`src/rtl/mips32_mem_arbiter.sv`:
```
// Single-port memory arbiter: IF fetch and MEM load/store share one fixed-latency memory.
// Define MIPS32_ARB_STARVE_EN to bound how many data grants may pass a waiting fetch.
module mips32_mem_arbiter #(
    parameter int unsigned AW         = 32,
    parameter int unsigned DW         = 32,
    parameter int unsigned LAT        = 2,
    parameter int unsigned STARVE_MAX = 4
) (
    input  logic          clk,
    input  logic          rst_n,
    input  logic          halted,
    input  logic          if_req,
    input  logic [AW-1:0] if_addr,
    output logic          if_gnt,
    output logic          if_rvalid,
    output logic [DW-1:0] if_rdata,
    input  logic          dm_req,
    input  logic          dm_we,
    input  logic [AW-1:0] dm_addr,
    input  logic [DW-1:0] dm_wdata,
    output logic          dm_gnt,
    output logic          dm_rvalid,
    output logic [DW-1:0] dm_rdata,
    output logic          mem_en,
    output logic          mem_we,
    output logic [AW-1:0] mem_addr,
    output logic [DW-1:0] mem_wdata,
    input  logic [DW-1:0] mem_rdata
);

    localparam int unsigned CW = (LAT < 1) ? 1 : $clog2(LAT + 1);

    typedef enum logic {
        IDLE = 1'b0,
        BUSY = 1'b1
    } state_t;

    state_t        state;
    logic [CW-1:0] cnt;
    logic          owner_dm;
    logic          arb;
    logic          if_elig;
    logic          starved;

    assign arb     = rst_n && (state == IDLE);
    assign if_elig = if_req && !halted;

`ifdef MIPS32_ARB_STARVE_EN
    localparam int unsigned SW = (STARVE_MAX < 1) ? 1 : $clog2(STARVE_MAX + 1);

    logic [SW-1:0] starve_cnt;

    assign starved = (starve_cnt == SW'(STARVE_MAX));

    // Counts data grants that overtook a pending fetch; any fetch grant or idle fetch side clears it
    always_ff @(posedge clk or negedge rst_n) begin
        if (!rst_n) begin
            starve_cnt <= '0;
        end else if (state == IDLE) begin
            if (!if_elig || if_gnt) begin
                starve_cnt <= '0;
            end else if (dm_gnt) begin
                starve_cnt <= starve_cnt + SW'(1);
            end
        end
    end
`else
    // Strict data priority: the fetch side is never promoted
    assign starved = 1'b0 & (STARVE_MAX == 32'd0);
`endif

    assign if_gnt = arb && if_elig && (!dm_req || starved);
    assign dm_gnt = arb && dm_req && !if_gnt;

    always_ff @(posedge clk or negedge rst_n) begin
        if (!rst_n) begin
            state     <= IDLE;
            cnt       <= '0;
            owner_dm  <= 1'b0;
            mem_en    <= 1'b0;
            mem_we    <= 1'b0;
            mem_addr  <= '0;
            mem_wdata <= '0;
            if_rvalid <= 1'b0;
            dm_rvalid <= 1'b0;
            if_rdata  <= '0;
            dm_rdata  <= '0;
        end else begin
            if_rvalid <= 1'b0;
            dm_rvalid <= 1'b0;
            case (state)
                IDLE: begin
                    if (if_gnt || dm_gnt) begin
                        state     <= BUSY;
                        cnt       <= CW'(LAT);
                        owner_dm  <= dm_gnt;
                        mem_en    <= 1'b1;
                        mem_we    <= dm_gnt && dm_we;
                        mem_addr  <= dm_gnt ? dm_addr : if_addr;
                        mem_wdata <= dm_gnt ? dm_wdata : '0;
                    end
                end
                BUSY: begin
                    // The strobe cycle does not count; read data is due when cnt runs out
                    if (mem_en) begin
                        mem_en <= 1'b0;
                    end else if (cnt == CW'(1)) begin
                        cnt    <= '0;
                        state  <= IDLE;
                        mem_we <= 1'b0;
                        if (owner_dm) begin
                            dm_rvalid <= 1'b1;
                            if (!mem_we) begin
                                dm_rdata <= mem_rdata;
                            end
                        end else begin
                            if_rvalid <= 1'b1;
                            if_rdata  <= mem_rdata;
                        end
                    end else begin
                        cnt <= cnt - CW'(1);
                    end
                end
                default: state <= IDLE;
            endcase
        end
    end

endmodule

```
`config.mk`:
```
export PLATFORM = sky130hd
export DESIGN_NAME = mips32_mem_arbiter
export DESIGN_NICKNAME = d
export VERILOG_FILES = /design/src/rtl/mips32_mem_arbiter.sv
export SDC_FILE = /design/constraint.sdc
export NUM_CORES = 1
export LEC_CHECK = 0
export BUFFER_PORTS_ARGS = -buffer_cell sky130_fd_sc_hd__buf_2
export CAP_MARGIN = 25
export CORE_ASPECT_RATIO = 0.5
export CORE_UTILIZATION = 41
export DETAILED_ROUTE_END_ITERATION = 6
export PLACE_DENSITY = 0.76
export SKIP_CTS_REPAIR_TIMING = 1
export SLEW_MARGIN = 0
export SYNTH_ARGS = -nofsm -noshare
export SYNTH_HDL_FRONTEND = slang
export SYNTH_SLANG_ARGS = --single-unit
```
`constraint.sdc`:
```
create_clock -name clk -period 1.57 [get_ports clk]
set_clock_uncertainty 0.2 [all_clocks]
set_input_delay 0.314 -clock clk [delete_from_list [all_inputs] [get_ports clk]]
set_output_delay 0.314 -clock clk [all_outputs]
set_load 0.005 [all_outputs]
```
Yosys cells after proc, flatten, opt, wreduce, memory -nomap -nowiden --
Index checks and enable logic that the tools add are counted.
Storage, ports and cells: flip-flop bits (word level) 136, bits of input ports 134
Operators by class: reductions and logical operators 16, muxes and demuxes 24, equality and inequality tests 4, bitwise logic cells 4, add/subtract/negate cells 1
Operator list (count):
- 32-bit 2-to-1 mux | 2
- 1-bit 2-to-1 mux | 15
- 1-bit logical AND | 7
- 2-bit 2-to-1 mux | 3
- 1-bit case mux with 2 select lines | 3
- 5-bit AND reduction | 1
- 2-bit by 1-bit != test with 1-bit output (second input constant) | 2
- 1-bit inverter | 4
- 2-bit case mux with 2 select lines | 1
- 2-bit AND reduction | 2
- 4-bit AND reduction | 1
- 1-bit zero test | 3
- 3-bit AND reduction | 1
- 2-bit by 1-bit equality test with 1-bit output (second input constant) | 1
- 2-bit != test (second input constant) | 1
- 2-bit by 1-bit subtractor with 2-bit output (second input constant) | 1
- 1-bit logical OR | 1

Logic depth before layout (Yosys ltp) --
Gate-level depths: netlist (run 1).
word-level depth 9, depth in mapped cells 6, depth with buffers taken out 5

Worst setup path after synthesis (run 1) --
OpenSTA, ideal clock, no wires.
path kind reg-to-reg, start point register cnt[1], end point register if_rdata[0], setup time 0.125 ns, slack -0.161 ns, arrival 1.407 ns, clock period less this slack 1.731 ns, data required time 1.245 ns, cell stages (with the launch flop) 7, cell sequence dfrtp_1 -> inv_1 -> ha_1 -> inv_1 -> nor3_4 -> buf_6 -> mux2_2
Between the ends: word-level cells in the longest chain between the ends 2
Ends and longest elaborated chain:
- start, declared | line 39 | logic [CW-1:0] cnt;
- start signal, assigned | line 95 | cnt <= CW'(LAT);
- start signal, assigned | line 121 | cnt <= cnt - CW'(1);
- 2-bit by 1-bit equality test with 1-bit output | line 107 | end else if (cnt == CW'(1)) begin
- 4-bit AND reduction (no line)
- end signal, assigned | line 118 | if_rdata <= mem_rdata;
- end, declared | line 16 | output logic [DW-1:0] if_rdata,
Every way passes these cells. A chain may end at the register's enable or synchronous reset.

Worst setup path in the final report (run 1) --
start point register state, end point output if_gnt
Between the ends: word-level cells in the longest chain between the ends 4
Ends and longest elaborated chain:
- start, declared | line 38 | state_t state;
- start signal, assigned | line 77 | state <= IDLE;
- start signal, assigned | line 94 | state <= BUSY;
- start signal, assigned | line 109 | state <= IDLE;
- 1-bit inverter (no line)
- 1-bit logical AND | line 45 | assign arb = rst_n && (state == IDLE);
- 1-bit logical AND (2 in a row) | line 72 | assign if_gnt = arb && if_elig && (!dm_req || starved);
- end, declared | line 14 | output logic if_gnt,
Every way passes these cells.

==> summary.txt, run 1 <==
Route
  • Via density per instance: around 5.2
  • Via count: around 5000
  • Drt drc: 0
  • Wirelength per Cell: approximately 20 µm
  • Drt total wl: roughly 19000 µm
  • Initial DRC count: 314
  • Pre-Repair DR Iteration Count: 4
  • Final ANT Viol Nets: 0

Global route
  • Antenna violations before repair: 3
  • Pin count of the biggest net entering global routing: between 100 and 150
  • Number of global-route vias before repair: between 4000 and 5000
  • First-pass GRT wire length: 23300 µm
  • Global route total overflow: 0
  • Total GRT Usage: 0.222

Synth
  • Sequential fraction of the synthesis area: 0.633
  • Main synth FF type: dfrtp_1
  • Largest cells by area after synthesis: dfrtp_1 (63%), mux2_2 (12%), o221a_2 (6.5%)
  • Synth cell types: 26
  • YS warnings: 0
  • Post-synth EDFFs: 0
  • Async SR Flop Fraction: 1.00
  • Flops & latches, synth: 136
  • Cells after Synth: 385
  • Top cell type's share of synthesized area: 0.633
  • Synth Area per Inst: around 14 µm²
  • Largest area contributor in the netlist: dfrtp_1
  • Synth Cell Area: ~5400 µm²
  • Synthesized Nets: 521

STA
  • Tcrit/Tclk final: 1.26
  • Final Hold Vio Count: 0
  • Final setup TNS: -17.10 ns
  • Worst setup margin: -0.405 ns
  • RSZ-0062 raised after global routing: true
  • Tightest hold margin: 0.0151 ns
  • Slew margin rel.: 0.492
  • Min Clock Period, post-route: roughly 2 ns
  • Slew Viols, Final: 0
  • Slew @ Worst Pin: 0.762 ns
  • Final setup fails: around 110
  • Peak Freq: 0.506 GHz

Die
  • Core area: between 10000 and 15000 µm²
  • Die Ht: between 80 and 90 µm
  • Initial core utilization: 0.422
  • Io pins: roughly 270
  • # rows: 29
  • Die area: 13600 µm²
  • Die Wd: 164 µm

Clocking
  • Clock Tree Root: clkbuf_16
  • Worst-Skew Late Latency: around 0.4 ns
  • Sink Count: approximately 140
  • CTS tree: yes
  • Worst-path clk slew: about 0.06 ns
  • Num CTS Buffers: 17
  • Htree depth: 4
  • Buffer levels on the longest clock path: 2

Hold path
  • Hold-critical path endpoint: mem_addr[17]
  • Hold Path Class: in2reg
  • Hold wc startpoint: dm_addr[17]
  • WHS Path Cells: 3

Placement
  • GPL Wtd Cong: a little under 0.8
  • Dpl cell area: between 7000 and 8000 µm²
  • Post-DP HPWL: 9730 µm
  • Place WS: -0.209 ns
  • PortBufs: 267

Final layout
  • Most frequent cells in the layout: buf_2 (263), dfrtp_1 (134), dlygate4sd3_1 (97)
  • Layout Utilization: 0.728
  • Layout cells sized above 1: 0.564
  • Synthesis-to-finish area growth: 72.3%
  • Final instance area: 9270 µm²
  • Layout Nets: 918
  • Most common cell after layout, fill and taps aside: buf_2

Critical path
  • Cell family with most CP delay: simple AND/OR/NAND/NOR gates
  • Setup crit end kind: output pin
  • Worst r2r src: cnt[1]
  • Register-to-Register Path Depth: 8
  • R2R setup slack: -0.30 ns
  • Required time worst endpoint: roughly 1.1 ns
  • CP Launch Point: state
  • Slowest CP cell: dfrtp_2
  • Peak fanout along the critical path: 5
  • Arrival time at the worst endpoint: around 1.5 ns
  • Crit path cell chain: and4bb_2, nor2b_4, buf_6
  • Crit path kind: reg2out
  • Buffers plus inverters on the worst setup path: 1
  • Worst R2R End: if_rdata[8]
  • Largest stage delay, worst path: 0.44 ns
  • Setup crit start kind: register

Outcome
  • Violated checks: negative setup slack
  • Outcome: complete, but fails checks

Power and ir drop
  • Maximum vdd drop: ~1.0 mV
  • Static Leak: 0.00460 µW
  • Cell Pwr Density: roughly 1800 nW/µm²

Flow run
  • Maxcap violations: 0
-- logic make-up after synthesis --
logic type | after synthesis | share of synthesized area
mux | 64 | 0.134
fa+ha+maj | 2 | 0.00465
compound gates | 72 | 0.128
flops | 136 | 0.633
simple gates | 79 | 0.0663
buf+inv | 32 | 0.0340
-- Yosys cell counts, types with 2 or more instances --
cell	count
clkbuf_1	5
nor2b_1	4
ha_1	2
buf_6	6
o221a_2	31
buf_2	14
inv_1	6
mux2_2	57
mux2_1	7
nand2_1	35
nor3_4	2
nor2_1	34
o21ai_0	3
dfrtp_1	136
a22o_1	32
-- registers in the layout (all words and copies together), names as in the netlist --
signal,cells
dm_rdata,32
if_rdata,32
mem_addr,32
mem_wdata,32
cnt,2
dm_rvalid,1
if_rvalid,1
mem_en,1
mem_we,1
owner_dm,1
state,1
-- power breakdown --
| group | switching (µW) | internal (µW) | total, µW |
|---|---|---|---|
| sequential | 1080 | 5170 | 6250 |
| combinational | 2480 | 3810 | 6280 |
| clock | 1620 | 2710 | 4330 |
-- through the flow --
step	total power (µW)	cells
2_1_floorplan	8380	385
3_3_place_gp	10700	818
3_5_place_dp	10900	818
4_1_cts	15300	850
5_1_grt	17600	968
6_report	16900	968
-- worst max path at each step --
stage	end	slack, ns	depth (start not counted)
2_1_floorplan	if_rdata[0]	-0.15	4
3_3_place_gp	dm_rdata[31]	-0.17	6
3_5_place_dp	dm_rdata[22]	-0.21	6
4_1_cts	if_gnt	-0.53	3
5_1_grt	if_gnt	-0.47	3
6_report	if_gnt	-0.41	3
-- cell type report --
cell class	count	area [µm²]
antenna	3	7.51
clock buffer	18	439
clock inverter	14	198
fill	772	3470
inverter	7	26.3
multi-input combinational	217	2100
sequential	136	3410
tap	170	213
timing repair buffer	403	2880
-- per-layer routing --
layer | share of wire | wire length [µm] | global-route usage
met5 | 0 | 0 | 0
met4 | 0.044 | 861 | 0.0850
met3 | 0.047 | 914 | 0.0629
met2 | 0.53 | 10300 | 0.383
met1 | 0.38 | 7330 | 0.262
-- worst min-delay path, cell delays in order --
cell      delay, ns
buf_2          0.10
nor2_1         0.11
a221oi_1       0.06
No activity file was read; power rests on OpenSTA's default activity.
==> run 2: changes to the inputs <==
--- a/config.mk
+++ b/config.mk
@@ -8,9 +8,9 @@
 export BUFFER_PORTS_ARGS = -buffer_cell sky130_fd_sc_hd__buf_2
 export CAP_MARGIN = 25
 export CORE_ASPECT_RATIO = 0.5
-export CORE_UTILIZATION = 41
+export CORE_UTILIZATION = 46
 export DETAILED_ROUTE_END_ITERATION = 6
-export PLACE_DENSITY = 0.76
+export PLACE_DENSITY = 0.8
 export SKIP_CTS_REPAIR_TIMING = 1
 export SLEW_MARGIN = 0
 export SYNTH_ARGS = -nofsm -noshare
==> constraint.sdc (replaced) <==
create_clock -name clk -period 1.9 [get_ports clk]
set_clock_uncertainty 0.2 [all_clocks]
set_input_delay 0.38 -clock clk [delete_from_list [all_inputs] [get_ports clk]]
set_output_delay 0.38 -clock clk [all_outputs]
set_load 0.005 [all_outputs]
==> run 2 against run 1 <==
  * The run ends with negative hold slack, negative setup slack left
  * Highest routed layer unchanged
  * Power fell by 27%
  * Non-clock buffer count fell by 106
  * Routed wire length fell by 27%
  * Largest cell class unchanged
  * Via count fell by 14%
==> summary.txt, run 2 (synthesis results as in run 1) <==
Critical path
  • Setup crit end kind: output pin (unchanged)
  • Peak fanout along the critical path: 6 (was 5)
  • Required time worst endpoint: 1.32 ns (was 1.06 ns)
  • Arrival time at the worst endpoint: 1.43 ns (was 1.46 ns)
  • Setup crit start kind: register (unchanged)
  • R2R setup slack: 0.05 ns (was -0.30 ns)
  • Crit path kind: reg2out (unchanged)

Global route
  • Total GRT Usage: 0.227 (was 0.222)
  • Global route total overflow: 0 (unchanged)
  • Antenna violations before repair: 0 (was 3)
  • Pin count of the biggest net entering global routing: 137 (unchanged)
  • Number of global-route vias before repair: 4287 (was 4385)
  • First-pass GRT wire length: 21300 µm (was 23300 µm)

STA
  • Final Hold Vio Count: 1 (was 0)
  • Slew margin rel.: 0.524 (was 0.492)
  • Peak Freq: between 0.4 and 0.5 GHz
  • Final setup fails: 1 (was 109)
  • Slew Viols, Final: 0 (unchanged)
  • Slew @ Worst Pin: 0.715 ns (was 0.762 ns)
  • RSZ-0062 raised after global routing: true (unchanged)
  • Final setup TNS: -0.109 ns (was -17.10 ns)
  • Worst setup margin: -0.109 ns (was -0.405 ns)
  • Tcrit/Tclk final: 1.06
  • Tightest hold margin: -0.00121 ns (was 0.0151 ns)
  • Min Clock Period, post-route: roughly 2 ns

Die
  • Initial core utilization: 0.481 (was 0.422)
  • # rows: 27 (was 29)
  • Io pins: 268 (unchanged)
  • Die Wd: 155 µm (was 164 µm)
  • Core area: 11200 µm² (was 12700 µm²)
  • Die Ht: 78.5 µm (was 83.0 µm)
  • Die area: 12200 µm² (was 13600 µm²)

Placement
  • PortBufs: 267 (unchanged)
  • GPL Wtd Cong: 0.770 (was 0.788)
  • Dpl cell area: 6900 µm² (was 7040 µm²)
  • Post-DP HPWL: 9220 µm (was 9730 µm)

Clocking
  • Worst-path clk slew: 0.06 ns (about the same)
  • Buffer levels on the longest clock path: 2 (unchanged)
  • Clock Tree Root: clkbuf_16 (unchanged)
  • Htree depth: 4 (unchanged)
  • Sink Count: 136 (unchanged)
  • Num CTS Buffers: 17 (unchanged)
  • CTS tree: yes (unchanged)
  • Worst-Skew Late Latency: 0.40 ns (was 0.41 ns)

Final layout
  • Most common cell after layout, fill and taps aside: buf_2 (unchanged)
  • Layout Nets: 812 (was 918)
  • Storage element area: 3400 µm² (was 3410 µm²)
  • Most frequent cells in the layout: buf_2 (264), dfrtp_1 (135), mux2_2 (57) (was buf_2 (263), dfrtp_1 (134), dlygate4sd3_1 (97))
  • Layout cells sized above 1: 0.595 (was 0.564)
  • Synthesis-to-finish area growth: 43.8% (was 72.3%)
  • Total inserted antenna cells: 0 (was 3)
  • Filler cell count: 809 (was 772)
  • Final instance area: 7730 µm² (was 9270 µm²)
  • Multi-input gate area in the final layout: 1800 µm² (was 2100 µm²)

Hold path
  • Hold Path Class: in2reg (unchanged)

Outcome
  • Violated checks: negative hold slack, negative setup slack (was negative setup slack)
  • Outcome: complete, but fails checks (unchanged)

Route
  • Final ANT Viol Nets: 0 (unchanged)
  • Via density per instance: 5.07 (was 5.17)
  • Initial DRC count: 199 (was 314)
  • Drt total wl: 14100 µm (was 19400 µm)
  • Via count: 4298 (was 5008)
  • Drt drc: 0 (unchanged)
  • Wirelength per Cell: 16.7 µm (was 20.0 µm)
  • Pre-Repair DR Iteration Count: 4 (unchanged)

Flow run
  • Maxcap violations: 0 (unchanged)

Power and ir drop
  • Cell Pwr Density: 1600 nW/µm² (was 1820 nW/µm²)
  • Static Leak: 0.00392 µW (was 0.00460 µW)
  • Maximum vdd drop: 0.578 mV (was 1.02 mV)
run 2: cell count changes in the layout (fill, tap and decap cells not counted), moves of 3 or more:
| cell | delta |
|---|---|
| mux2_2 | +57 |
| buf_6 | -3 |
| dlygate4sd3_1 | -83 |
| mux2_1 | +7 |
| clkinv_2 | +4 |
| diode_2 | -3 |
| buf_12 | -9 |
| mux2_4 | -64 |
| clkinvlp_4 | -3 |
| clkbuf_16 | -4 |
| buf_4 | -8 |
run 2: layout make-up:
class	instances	share of cell area
inverters	7	0.00340
well taps	159	0.0257
clock buffers	19	0.0573
repair buffers	297	0.218
clock inverters	13	0.0230
flip-flops and latches	136	0.440
multi-input cells	217	0.233
run 2: critical path: stages (launching register included):
cell      delay [ns]
dfrtp_2         0.44
and4bb_1        0.30
nor2b_4         0.18
buf_6           0.11
run 2: final timing paths:
kind	from	endpoint	depth (start not counted)
max reg2reg	state	if_rdata[6]	5
min in group asynchronous	rst_n	mem_addr[12]	3
min	dm_wdata[22]	mem_wdata[22]	2
max	state	if_gnt	3
max in group asynchronous	rst_n	if_rdata[31]	3
min reg2reg	dm_rdata[29]	dm_rdata[29]	1
run 2: per-stage QoR:
step | setup WS (ns) | power [µW] | instances | utilization
after floorplan | 0.169 | 6890 | 385 | -
after global routing | -0.146 | 13000 | 848 | 0.692
final | -0.109 | 12400 | 848 | 0.692
after global placement | 0.137 | 8700 | 797 | 0.617
after detailed placement | 0.0804 | 8880 | 797 | 0.617
after CTS | -0.229 | 12400 | 829 | 0.672
run 2: layer usage:
layer  track usage  vias to the layer above  wire length, µm
li1              -                     1977                -
met1         0.265                     2146             5820
met2         0.399                      139             7310
met3        0.0574                       36              588
met4        0.0990                        0              402
met5             0                        -                0
run 2: report_power, final:
part           internal [µW]  switching [µW]  total [µW]
sequential              4270             742        5010
combinational           2290            1650        3930
clock                   2220            1220        3440
